===== config.mk =====
export PLATFORM = sky130hd
export DESIGN_NAME = rf_wb_arbiter
export DESIGN_NICKNAME = d
export VERILOG_FILES = /design/src/rtl/rf_wb_arbiter.sv
export SDC_FILE = /design/constraint.sdc
export NUM_CORES = 1
export LEC_CHECK = 0
export ABC_CLOCK_PERIOD_IN_PS = 7450
export CORE_ASPECT_RATIO = 1.1
export CORE_UTILIZATION = 45
export DETAILED_ROUTE_END_ITERATION = 8
export PLACE_DENSITY = 0.66
export SYNTH_ARGS = -nofsm -noshare
export SYNTH_HDL_FRONTEND = slang
export SYNTH_SLANG_ARGS = --single-unit

===== constraint.sdc =====
create_clock -name clk -period 7.45 [get_ports clk]
set_input_delay 0.745 -clock clk [delete_from_list [all_inputs] [get_ports clk]]
set_output_delay 0.745 -clock clk [all_outputs]
set_load 0.005 [all_outputs]

===== src/rtl/rf_wb_arbiter.sv =====
// Register-file write-port arbiter: pipeline writeback always wins, long-unit results
// are bypassed or buffered in a small FIFO, with starvation stall and pending-rd check.
module rf_wb_arbiter #(
    parameter int DEPTH      = 4,
    parameter int STARVE_MAX = 8
) (
    input  logic        clk,
    input  logic        rst,
    input  logic        pipe_we,
    input  logic [4:0]  pipe_rd,
    input  logic [31:0] pipe_val,
    input  logic        lu_valid,
    output logic        lu_ready,
    input  logic [4:0]  lu_rd,
    input  logic [31:0] lu_val,
    output logic        rf_we,
    output logic [4:0]  rf_rd,
    output logic [31:0] rf_wdata,
    output logic        stall_req,
    input  logic [4:0]  chk_rd,
    output logic        chk_busy
);
    localparam int AW = $clog2(DEPTH);
    localparam int CW = AW + 1;
    localparam logic [CW-1:0] FULL_CNT = CW'(DEPTH);
    localparam logic [7:0]    SMAX     = 8'(STARVE_MAX);

    logic [AW-1:0] wr_ptr_q, wr_ptr_d;
    logic [AW-1:0] rd_ptr_q, rd_ptr_d;
    logic [CW-1:0] count_q, count_d;
    logic [7:0]    starve_q, starve_d;
    logic [DEPTH-1:0] valid_q, valid_d;
    logic [4:0]    rd_mem_q  [DEPTH];
    logic [31:0]   val_mem_q [DEPTH];

    logic fifo_empty, pipe_slot, lu_push, bypass, pop, push, fifo_hit;

    assign fifo_empty = (count_q == '0);
    assign pipe_slot  = pipe_we && (pipe_rd != 5'd0);
    assign lu_ready   = !rst && (count_q != FULL_CNT);
    assign lu_push    = lu_valid && lu_ready;
    assign bypass     = !pipe_slot && fifo_empty && lu_push;
    assign pop        = !pipe_slot && !fifo_empty;
    assign push       = lu_push && (lu_rd != 5'd0) && !bypass;
    assign stall_req  = !rst && (starve_q == SMAX);

    always_comb begin
        rf_we    = 1'b0;
        rf_rd    = 5'd0;
        rf_wdata = 32'd0;
        if (!rst) begin
            if (pipe_slot) begin
                rf_we    = 1'b1;
                rf_rd    = pipe_rd;
                rf_wdata = pipe_val;
            end else if (!fifo_empty) begin
                rf_we    = 1'b1;
                rf_rd    = rd_mem_q[rd_ptr_q];
                rf_wdata = val_mem_q[rd_ptr_q];
            end else if (bypass && lu_rd != 5'd0) begin
                rf_we    = 1'b1;
                rf_rd    = lu_rd;
                rf_wdata = lu_val;
            end
        end
    end

    // An entry popped this cycle still reads busy: its write is only now landing.
    always_comb begin
        fifo_hit = 1'b0;
        for (int i = 0; i < DEPTH; i++) begin
            if (valid_q[i] && rd_mem_q[i] == chk_rd) fifo_hit = 1'b1;
        end
        chk_busy = !rst && (chk_rd != 5'd0) &&
                   (fifo_hit || (push && lu_rd == chk_rd));
    end

    always_comb begin
        wr_ptr_d = wr_ptr_q;
        rd_ptr_d = rd_ptr_q;
        valid_d  = valid_q;
        count_d  = count_q + CW'(push) - CW'(pop);
        starve_d = starve_q;
        if (pop) begin
            rd_ptr_d          = rd_ptr_q + AW'(1);
            valid_d[rd_ptr_q] = 1'b0;
        end
        if (push) begin
            wr_ptr_d          = wr_ptr_q + AW'(1);
            valid_d[wr_ptr_q] = 1'b1;
        end
        if (fifo_empty || pop)    starve_d = 8'd0;
        else if (starve_q != SMAX) starve_d = starve_q + 8'd1;
    end

    always_ff @(posedge clk or posedge rst) begin
        if (rst) begin
            wr_ptr_q <= '0;
            rd_ptr_q <= '0;
            count_q  <= '0;
            starve_q <= '0;
            valid_q  <= '0;
        end else begin
            wr_ptr_q <= wr_ptr_d;
            rd_ptr_q <= rd_ptr_d;
            count_q  <= count_d;
            starve_q <= starve_d;
            valid_q  <= valid_d;
        end
    end

    always_ff @(posedge clk) begin
        if (push) begin
            rd_mem_q[wr_ptr_q]  <= lu_rd;
            val_mem_q[wr_ptr_q] <= lu_val;
        end
    end
endmodule

Yosys cells after proc, flatten, opt, wreduce, memory -nomap -nowiden
Memory sizes are Yosys's and may differ from the RTL's.
Cells that the tools add are included.
{ "totals": {"register_bits": 19, "ram_bits": 148, "wordCells": 83, "mem_count": 2} }
{ "op_classes": {"addsub": 5, "magnitude_cmp": 4, "eq_ne": 8, "mux": 26, "bitwise_logic": 3, "reduce_logical": 30} }
{ "mem_list": {"columns": ["name", "words", "word_bits", "read_ports", "rd_clocked_by_memory_dff", "wr", "line_no", "rtl"], "rows": [
  ["val_mem_q", 4, 32, 1, 0, 1, "34", "logic [31:0] val_mem_q [DEPTH];"],
  ["rd_mem_q", 4, 5, 5, 0, 1, "33", "logic [4:0] rd_mem_q [DEPTH];"]
]} }
{ "op_table": {"columns": ["cell", "count"], "rows": [
  ["two-way mux 32 bit", 4],
  ["== test 5 bit", 5],
  ["two-way mux 5 bit", 4],
  ["logical AND 1 bit", 19],
  ["two-way mux 8 bit", 2],
  ["nonzero test 5 bit", 3],
  ["two-way mux 1 bit", 12],
  ["adder 8 x 1 -> 8 bit (second input constant)", 1],
  ["== test 8 x 4 -> 1 bit (second input constant)", 1],
  ["two-way mux 4 bit", 2],
  ["inequality test 8 x 4 -> 1 bit (second input constant)", 1],
  ["less-than comparator 2 x 3 -> 1 bit (second input constant)", 2],
  ["adder 2 x 1 -> 2 bit (second input constant)", 2],
  ["AND 4 bit", 1],
  ["demux 1 bit (select 2 bit)", 2],
  ["greater-or-equal comparator 2 x 1 -> 1 bit (second input constant)", 2],
  ["zero test 1 bit", 4],
  ["inverter 4 bit", 1],
  ["OR 4 bit", 1],
  ["adder 3 x 1 -> 3 bit", 1],
  ["zero test 3 bit", 1],
  ["inequality test 3 bit (second input constant)", 1],
  ["subtractor 3 x 1 -> 3 bit", 1],
  ["logical OR 1 bit", 2],
  ["nonzero test 2 bit", 1]
]} }

Depth between registers and ports, before layout
Gate-level depths: netlist (run 1).
{ "depth": {"word_depth": 10, "depth_mapped": 11} }

Worst setup path before layout (run 1)
OpenSTA, ideal clock, no wires.
{ "synth_path": {"path_kind": "input-to-reg", "from": "input port rst", "to": "memory rd_mem_q[0][0], enable pin", "setup_time_ns": 0.399, "arrival_ns": 2.899, "required_time_ns": 7.051, "slack_ns": 4.153, "path_stages": 4, "n_path_buf": 0, "path_cell_list": "inv_1 > nand3_1 > a211oi_2 > and2_1"} }
{ "synth_between": {"elab_chain_len": 8} }
{ "synth_lines": {"columns": ["item", "line_no", "rtl"], "rows": [
  ["from (decl)", "8", "input logic rst,"],
  ["zero test 1 bit (no line) (*)", null, null],
  ["logical AND 1 bit (*)", "40", "assign lu_ready = !rst && (count_q != FULL_CNT);"],
  ["logical AND 1 bit (*)", "41", "assign lu_push = lu_valid && lu_ready;"],
  ["logical AND 1 bit", "42", "assign bypass = !pipe_slot && fifo_empty && lu_push;"],
  ["zero test 1 bit", "44", "assign push = lu_push && (lu_rd != 5'd0) && !bypass;"],
  ["logical AND 1 bit (*)", "44", null],
  ["two-way mux 1 bit (*)", "113", "if (push) begin"],
  ["two-way mux 1 bit (not written as such) (*)", "114", "rd_mem_q[wr_ptr_q] <= lu_rd;"],
  ["to (decl)", "33", null]
]} }
Every way passes the cells marked *; elsewhere a longest branch is shown, timed or not.

Final worst setup path (run 1)
{ "layout_path": {"from": "input port pipe_rd[2]", "to": "output port rf_rd[1]"} }
{ "layout_between": {"elab_chain_len": 10} }
{ "layout_lines": {"columns": ["item", "line_no", "rtl"], "rows": [
  ["from (decl)", "10", "input logic [4:0] pipe_rd,"],
  ["nonzero test 5 bit (*)", "39", "assign pipe_slot = pipe_we && (pipe_rd != 5'd0);"],
  ["logical AND 1 bit (*)", "39", null],
  ["zero test 1 bit", "42", null],
  ["logical AND 1 bit (2 in a row)", "42", null],
  ["logical AND 1 bit", "60", "end else if (bypass && lu_rd != 5'd0) begin"],
  ["two-way mux 5 bit", "60", null],
  ["two-way mux 5 bit", "56", "end else if (!fifo_empty) begin"],
  ["two-way mux 5 bit (*)", "52", "if (pipe_slot) begin"],
  ["two-way mux 5 bit (*)", "51", "if (!rst) begin"],
  ["to (decl)", "17", "output logic [4:0] rf_rd,"]
]} }
Marked as above.

==> impl_metrics.json, run 1 <==
{
  "powerDensity_nw_per_um2": 313,
  "die-area_um2": 17500,
  "r2r_slack_ns": 4.39,
  "portBuffers": 123,
  "synth-seq-cells": 167,
  "numCtsBuffers": 17,
  "worstSetupPathType": "in2out",
  "grt_pass1_vias": 4792,
  "synth_fp_nets": 609,
  "placed_cells": 810,
  "yosysUniqueCellTypes": 38,
  "ys_seq_area_share_pct": 64.6,
  "drc": 0,
  "skew_ns": 0.00715,
  "drtIter0Drc": 318,
  "avgSynthCellArea_um2": 14.9,
  "holdCritStartpoint": "valid_q[1]",
  "core_um2": 16400,
  "cts_tree": "yes",
  "ir_worst_vdd_mv": 0.171,
  "min_period_ns": 5.10,
  "tns_ns": 0,
  "slowest_stage": "a21oi_4",
  "setup_viol": 0,
  "cts_root_buffer": "clkbuf_16",
  "post-cts-setup-buffer-count": 0,
  "grt_setup_unrepaired": "false",
  "drv_cap": 0,
  "antenna_left": 0,
  "startpoint_type": "input port",
  "reg2reg_to": "count_q[2]",
  "antenna_cells": 0,
  "cts.htree.levels": 4,
  "cts.clk_slew.worst_paths_ns": 0.06,
  "endpoint_kind": "output pin",
  "layout-drive-gt1-share_pct": 13.6,
  "critPathMaxStageDelay_ns": 0.92,
  "clkLatencyLatePin_ns": 0.42,
  "dp_hpwl_mm": 10.3,
  "cp_max_fo": 38,
  "drv_slew": 0,
  "busiest_layer": "met2",
  "crit_family": "compound AO/OA/AOI/OAI gates",
  "routed_wl_mm": 16.5,
  "fin_crit_sh_pct": 68.4,
  "cts_hold_buf": 0,
  "clockBufferDepth": 2,
  "syn-cell-area_um2": 7620,
  "crit_required_ns": 6.70,
  "final_util_pct": 57.8,
  "finalNetCount": 721,
  "crit_path_end": "rf_rd[1]",
  "p_leak_nw": 3.28,
  "place_congestion": 0.801,
  "via_per_inst": 5.60,
  "grt_pass1_wl_mm": 25.6,
  "met3_usage_pct": 3.68,
  "grtUsageMet1_pct": 25.3,
  "chipWidth_um": 126,
  "yosys_warnings": 0,
  "netlist_instances": 513,
  "num_vias": 4711,
  "die_y_um": 138,
  "critPathLaunch": "pipe_rd[2]",
  "initial_utilization_pct": 46.4,
  "io_pins": 124,
  "cts.sinks": 167,
  "crit_top_cell": "clkdlybuf4s50_1",
  "crit_chain": "clkdlybuf4s50_1, or4_4, o21ai_4, nand2_1, a21oi_4, a311oi_1, clkdlybuf4s50_1",
  "cp_num_buf_inv": 2,
  "syn_to_final_growth_pct": 24.6,
  "path_depth": 7,
  "num_rows": 49,
  "worstMarginPinSlew_ns": 1.12,
  "ff2ff_path_depth": 10,
  "slew-limit-headroom_pct": 25.3,
  "grt_use_met2_pct": 33.0,
  "drt-pass1-iter-count": 4,
  "hold_path_class": "reg2reg",
  "critPathArrivalTime_ns": 4.35,
  "status": "completed",
  "clock.fmax_mhz": 196,
  "r2r_start": "count_q[1]",
  "grt_max_degree": 41,
  "hold_viol": 0,
  "grt_usage_pct": 19.7,
  "grt_antenna_before_repair": 0,
  "grt_overflow_total": 0,
  "wl_per_cell_um": 19.6,
  "layoutNonFillerInstCount": 842,
  "cts_resized": 0
}
## Yosys cell counts
cell	count	area, um2
a211oi_2	1	12.5
a21o_1	4	30.0
a21oi_1	2	10.0
a21oi_4	1	16.3
a22oi_1	1	7.51
a311oi_1	36	315
a31oi_1	3	18.8
and2_1	6	37.5
and3_1	4	25.0
buf_1	1	3.75
buf_2	7	35.0
buf_4	2	15.0
buf_6	8	90.1
clkbuf_1	16	60.1
dfrtp_1	19	475
edfxtp_1	148	4440
fa_1	1	20.0
ha_1	12	150
inv_1	12	45.0
inv_2	1	3.75
mux2_2	1	11.3
mux4_2	37	833
nand2_1	80	300
nand2b_1	1	6.26
nand3_1	7	35.0
nand4_1	1	6.26
nor2_1	49	184
nor3_1	2	10.0
nor4_1	4	25.0
nor4b_1	1	8.76
o21ai_0	3	15.0
o21ai_4	1	16.3
or3_1	2	12.5
or3b_2	1	8.76
or4_1	2	15.0
or4_4	1	11.3
xnor2_1	11	96.3
xor2_1	24	210
## registers in the layout, summed over array words and instances (netlist names)
signal and count:
rd_mem_q 20, wr_ptr_q 2, rd_ptr_q 2, valid_q 4, starve_q 8, count_q 3, val_mem_q 128
## layout by cell type (no fill, tap or decap), types with 17 or more instances in the layout
cell type and n:
xor2_1 24, clkbuf_16 17, clkdlybuf4s50_1 123, a311oi_1 36, edfxtp_1 148, nor2_1 49
mux4_2 37, nand2_1 80, dfrtp_1 17
## cell families after synthesis
group / Yosys count / synth area share (%)
XOR/XNOR: 35 / 4.02
buffers and inverters: 47 / 3.32
AO/OA/AOI/OAI: 52 / 5.80
flip-flops: 167 / 64.6
adder cells (fa/ha/maj): 13 / 2.23
multiplexers: 38 / 11.1
AND/OR/NAND/NOR: 161 / 9.00
## where the power goes
part	leakage (nW)	switching (mW)	internal (mW)
Clock	0.272	0.369	0.434
Sequential	1.58	0.122	1.15
Combinational	1.42	0.424	0.478
## metal layers
metal  share of wire (%)  wire (um)  up-vias
met3                 5.2        851       20
met2                  51       8380      148
met5                   0          0        -
li1                    -          -     2171
met1                  42       6960     2372
met4                 1.8        298        0
## metrics by stage
| step | instance area [um2] | setup WS (ns) | hold WS [ns] | power (mW) |
|---|---|---|---|---|
| after floorplan | 7620 | 4.15 | 0.441 | 1.84 |
| after global placement | 8950 | 2.37 | 0.481 | 2.19 |
| after detailed placement | 8950 | 2.33 | 0.476 | 2.20 |
| after CTS | 9500 | 2.33 | 0.497 | 3.01 |
| after global routing | 9500 | 2.10 | 0.517 | 3.13 |
| final | 9500 | 2.35 | 0.510 | 2.97 |
## worst min path at each step
| stage | endpoint | slack, ns | cells past startpoint |
|---|---|---|---|
| 5_1_grt | valid_q[1] | 0.52 | 1 |
| 4_1_cts | valid_q[1] | 0.50 | 1 |
| 3_5_place_dp | valid_q[1] | 0.48 | 1 |
| 2_1_floorplan | valid_q[0] | 0.44 | 1 |
| 6_report | valid_q[1] | 0.51 | 1 |
| 3_3_place_gp | valid_q[1] | 0.48 | 1 |
## area by class of cell
cell class,instances,area (um2)
Clock inverter,15,124
Fill cell,1335,6940
Tap cell,204,255
Sequential cell,167,4920
Multi-Input combinational cell,299,2460
Inverter,13,48.8
Timing Repair Buffer,127,1260
Clock buffer,17,425
Note: power is estimated with default switching activity, not from simulation.
==> run 2: changes to the inputs <==
Settings changed: ABC_CLOCK_PERIOD_IN_PS 7450 to 4200, PLACE_DENSITY 0.66 to 0.69.
Clock period 7.45 ns to 4.2 ns, I/O delays scaled along.
==> run 2 against run 1 <==
Clock power is 89% higher. Critical path type unchanged. Global-route usage is 0.53 points higher. Critical endpoint is now rf_wdata[0]. Via count is 0.55% higher. Register-to-register slack worse by 3.1 ns. Utilization is 0.48 points higher. Highest routed layer unchanged. Flip-flop and latch count is the same.
==> impl_metrics.json, run 2 (synthesized netlist as in run 1, its figures left out) <==
{
  "powerDensity_nw_per_um2": 563,
  "die_y_um": 138,
  "cts_resized": 0,
  "dp_hpwl_mm": 10.4,
  "largest_reg_flops": 128,
  "syn_to_final_growth_pct": 25.6,
  "finalNetCount": 726,
  "slew-limit-headroom_pct": 26.5,
  "top_regs": "val_mem_q: 128 flops, rd_mem_q: 20 flops, starve_q: 8 flops",
  "skew_ns": 0.00811,
  "ff2ff_path_depth": 9,
  "initial_utilization_pct": 46.4,
  "clkLatencyLatePin_ns": 0.43,
  "top_register": "val_mem_q",
  "final_cell_mix": "148 x edfxtp_1, 123 x clkdlybuf4s50_1, 80 x nand2_1, 49 x nor2_1, 37 x mux4_2",
  "numCtsBuffers": 17,
  "hold_ws_ns": 0.437,
  "routed_wl_mm": 16.6,
  "min_period_ns": 3.47,
  "layout-drive-gt1-share_pct": 14.2,
  "via_per_inst": 5.59,
  "cts.sinks": 167,
  "critPathArrivalTime_ns": 3.05,
  "grt_antenna_before_repair": 0,
  "hold_viol": 0,
  "endpoint_kind": "output pin",
  "num_vias": 4737,
  "grt_max_degree": 39,
  "p_leak_nw": 3.31,
  "hold_path_class": "in2async",
  "setup_viol": 0,
  "num_rows": 49,
  "die-area_um2": 17500,
  "clock.fmax_mhz": 288,
  "post-cts-setup-buffer-count": 0,
  "cts_root_buffer": "clkbuf_16",
  "drtIter0Drc": 335,
  "clockBufferDepth": 2,
  "chipWidth_um": 126,
  "cts.clk_slew.worst_paths_ns": 0.06,
  "reg2reg_to": "count_q[2]",
  "io_pins": 124,
  "final_common_cell": "edfxtp_1",
  "worstSetupPathType": "in2out",
  "ir_worst_vdd_mv": 0.323,
  "crit_required_ns": 3.78,
  "cts.htree.levels": 4,
  "status": "completed",
  "drt-pass1-iter-count": 5,
  "wl_per_cell_um": 19.6,
  "drc": 0,
  "startpoint_type": "input port",
  "r2r_start": "count_q[1]",
  "grt_overflow_total": 0,
  "drv_slew": 0,
  "fin_crit_sh_pct": 82.6,
  "cts_hold_buf": 0,
  "cp_max_fo": 34,
  "place_congestion": 0.800,
  "grt_pass1_wl_mm": 26.3,
  "worstMarginPinSlew_ns": 1.10,
  "grt_pass1_vias": 4887,
  "grt_usage_pct": 20.2,
  "tns_ns": 0,
  "antenna_left": 0,
  "cts_tree": "yes",
  "drv_cap": 0,
  "core_um2": 16400,
  "portBuffers": 123,
  "antenna_cells": 0,
  "grt_setup_unrepaired": "false",
  "r2r_slack_ns": 1.31
}
[run 2: changes by cell type in the layout (fill, tap and decap cells not counted), moves of 2 or more]
cell,before,now
inv_8,2,0
clkinv_4,6,1
buf_4,4,8
clkinvlp_4,1,4
bufinv_16,0,2
[run 2: critical path, stage by stage]
cell	delay, ns
clkdlybuf4s50_1	0.43
or4_4	0.56
o21ai_4	0.22
buf_4	0.39
nor2_1	0.07
a311oi_1	0.37
clkdlybuf4s50_1	0.58
[run 2: report_power, final]
group / internal, mW / switching (mW)
clock: 0.878 / 0.640
combinational: 0.867 / 0.782
sequential: 2.03 / 0.194
[run 2: metal layers]
| layer | GRT usage [%] | wire [um] |
|---|---|---|
| met5 | 0 | 0 |
| met4 | 7.29 | 294 |
| met3 | 4.14 | 874 |
| met2 | 34.0 | 8480 |
| met1 | 26.0 | 6980 |
[run 2: worst max path at each step]
stage | depth (start not counted) | startpoint | slack, ns | endpoint
4_1_cts | 7 | pipe_rd[2] | 0.68 | rf_wdata[0]
3_5_place_dp | 7 | pipe_rd[2] | 0.69 | rf_wdata[0]
2_1_floorplan | 4 | rst | 1.23 | rd_mem_q[0][0]
3_3_place_gp | 7 | pipe_rd[2] | 0.73 | rf_wdata[0]
6_report | 7 | pipe_rd[2] | 0.73 | rf_wdata[0]
5_1_grt | 7 | pipe_rd[2] | 0.59 | rf_wdata[0]
[run 2: stage by stage]
| step | util (%) | total power [mW] | setup slack (ns) | std cells | area [um2] |
|---|---|---|---|---|---|
| 2_1_floorplan | - | 3.27 | 1.23 | 513 | 7620 |
| 3_3_place_gp | 54.8 | 3.90 | 0.728 | 815 | 9000 |
| 3_5_place_dp | 54.8 | 3.93 | 0.690 | 815 | 9000 |
| 4_1_cts | 58.3 | 5.45 | 0.676 | 847 | 9570 |
| 5_1_grt | 58.3 | 5.68 | 0.591 | 847 | 9570 |
| 6_report | 58.3 | 5.39 | 0.733 | 847 | 9570 |
[run 2: cell type report]
type	count	area [um2]
multi-input combinational	299	2460
inverter	13	48.8
sequential	167	4920
fill	1283	6860
timing repair buffer	132	1310
tap	204	255
clock buffer	18	429
clock inverter	14	148
==> run 3: changes to the inputs <==
Settings changed: ABC_CLOCK_PERIOD_IN_PS 4200 to 3610, PLACE_DENSITY 0.69 to 0.66.
Clock period 4.2 ns to 3.61 ns, I/O delays scaled along.
==> run 3 against run 2 <==
Sequential power grew 13%. Global-route usage is 0.53 points lower. Highest routed layer unchanged. Largest cell class unchanged. Final area grew 0.67%. Via count fell by 0.74%.
==> impl_metrics.json, run 3 (synthesized netlist as in run 1, its figures left out) <==
{
  "drtIter0Drc": 315,
  "grt_overflow_total": 0,
  "crit_chain": "clkdlybuf4s50_1, or4_4, o21ai_4, buf_4, nor2_1, a311oi_1, clkdlybuf4s50_1",
  "min_period_ns": 3.25,
  "crit_family": "buffers and inverters",
  "post-route-cell-area_um2": 9640,
  "final_common_cell": "edfxtp_1",
  "antenna_cells": 0,
  "syn_to_final_growth_pct": 26.5,
  "skew_ns": 0.00886,
  "cts_root_buffer": "clkbuf_16",
  "largest_reg_flops": 128,
  "drv_cap": 0,
  "r2r_start": "count_q[2]",
  "critPathMaxStageDelay_ns": 0.56,
  "die-area_um2": 17500,
  "power_mw": 6.33,
  "cp_max_fo": 34,
  "hold_viol": 0,
  "grt_pass1_wl_mm": 25.9,
  "setup_viol": 0,
  "cts.clk_slew.worst_paths_ns": 0.07,
  "hold_path_class": "in2async",
  "grt_max_degree": 42,
  "slew-limit-headroom_pct": 27.9,
  "worstMarginPinSlew_ns": 1.08,
  "startpoint_type": "input port",
  "top_register": "val_mem_q",
  "cts_resized": 0,
  "io_pins": 124,
  "clockBufferDepth": 2,
  "place_area_um2": 9050,
  "cts.sinks": 167,
  "numCtsBuffers": 17,
  "post-cts-setup-buffer-count": 0,
  "chipWidth_um": 126,
  "fin_crit_sh_pct": 90.0,
  "die_y_um": 138,
  "drc": 0,
  "slowest_stage": "or4_4",
  "endpoint_kind": "output pin",
  "final_util_pct": 58.7,
  "place_congestion": 0.893,
  "final_cell_mix": "148 x edfxtp_1, 123 x clkdlybuf4s50_1, 80 x nand2_1, 49 x nor2_1, 37 x mux4_2",
  "layout-drive-gt1-share_pct": 14.7,
  "clock.fmax_mhz": 308,
  "top_regs": "val_mem_q: 128 flops, rd_mem_q: 20 flops, starve_q: 8 flops",
  "core_um2": 16400,
  "critPathArrivalTime_ns": 2.89,
  "cts_hold_buf": 0,
  "cts.htree.levels": 4,
  "crit_required_ns": 3.25,
  "grt_antenna_before_repair": 0,
  "cts_tree": "yes",
  "clkLatencyLatePin_ns": 0.43,
  "reg2reg_to": "rd_mem_q[2][2]",
  "grt_setup_unrepaired": "false",
  "drt-pass1-iter-count": 5,
  "r2r_slack_ns": 1.07,
  "powerDensity_nw_per_um2": 657,
  "p_leak_nw": 3.35,
  "crit_top_cell": "clkdlybuf4s50_1",
  "initial_utilization_pct": 46.4,
  "tns_ns": 0,
  "num_rows": 49,
  "grt_usage_pct": 19.7,
  "drv_slew": 0,
  "portBuffers": 123,
  "wl_per_cell_um": 19.5,
  "antenna_left": 0,
  "num_vias": 4702,
  "status": "completed",
  "dp_hpwl_mm": 10.5,
  "routed_wl_mm": 16.6,
  "worstSetupPathType": "in2out",
  "cp_num_buf_inv": 3,
  "ff2ff_path_depth": 5,
  "finalNetCount": 730,
  "grt_pass1_vias": 4795,
  "ir_worst_vdd_mv": 0.350,
  "via_per_inst": 5.53
}
[run 3: cell types whose count changed in the layout (fill, tap and decap cells not counted)]
cell / delta
clkinvlp_4: -4
inv_8: +4
clkinv_4: +3
buf_12: +2
buf_4: +2
bufinv_16: -1
clkbuf_1: -1
clkinv_2: -1
clkinv_8: +1
inv_6: -1
or3_1: +1
or3_2: -1
[run 3: how the worst max path moves through the flow]
stage,startpoint,end,slack [ns],cells past startpoint
detailed placement,pipe_rd[2],count_q[2],0.32,12
finish,pipe_rd[2],rf_wdata[28],0.36,7
CTS,pipe_rd[2],rf_wdata[28],0.34,7
global route,pipe_rd[2],rf_wdata[28],0.22,7
global placement,pipe_rd[2],rf_wdata[0],0.40,7
floorplan,rst,rd_mem_q[0][0],0.70,4
[run 3: through the flow]
stage | setup slack (ns) | std cells | hold WS, ns
floorplan | 0.697 | 513 | 0.363
global placement | 0.402 | 819 | 0.477
detailed placement | 0.325 | 819 | 0.480
CTS | 0.345 | 851 | 0.428
global route | 0.219 | 851 | 0.467
finish | 0.361 | 851 | 0.429
[run 3: area by class of cell]
type,count,area (um2)
multi-input cells,299,2460
inverters,13,48.8
clock buffers,17,425
flip-flops and latches,167,4920
fillers,1323,6790
repair buffers,136,1370
clock inverters,15,161
well taps,204,255
[run 3: per-layer routing]
layer | share of wire, % | vias up | global-route usage [%] | wire length [um]
met3 | 5.9 | 21 | 3.95 | 975
met5 | 0 | - | 0 | 0
met4 | 1.5 | 0 | 6.40 | 241
met1 | 41 | 2352 | 24.8 | 6830
met2 | 51 | 141 | 34.1 | 8530
li1 | - | 2188 | - | -
[run 3: worst register-to-register path, cell delays in order (launching register included)]
cell and delay [ns]:
dfrtp_1 0.43, or3b_2 0.22, nand3_1 0.14, a211oi_2 0.26, buf_4 0.19, and2_2 0.88
[run 3: power by group]
group | total [mW] | internal [mW] | leakage [nW] | switching, mW
logic | 2.02 | 1.04 | 1.48 | 0.973
registers | 2.53 | 2.37 | 1.58 | 0.165
clock network | 1.78 | 0.979 | 0.290 | 0.802
total | 6.33 | 4.39 | 3.35 | 1.94
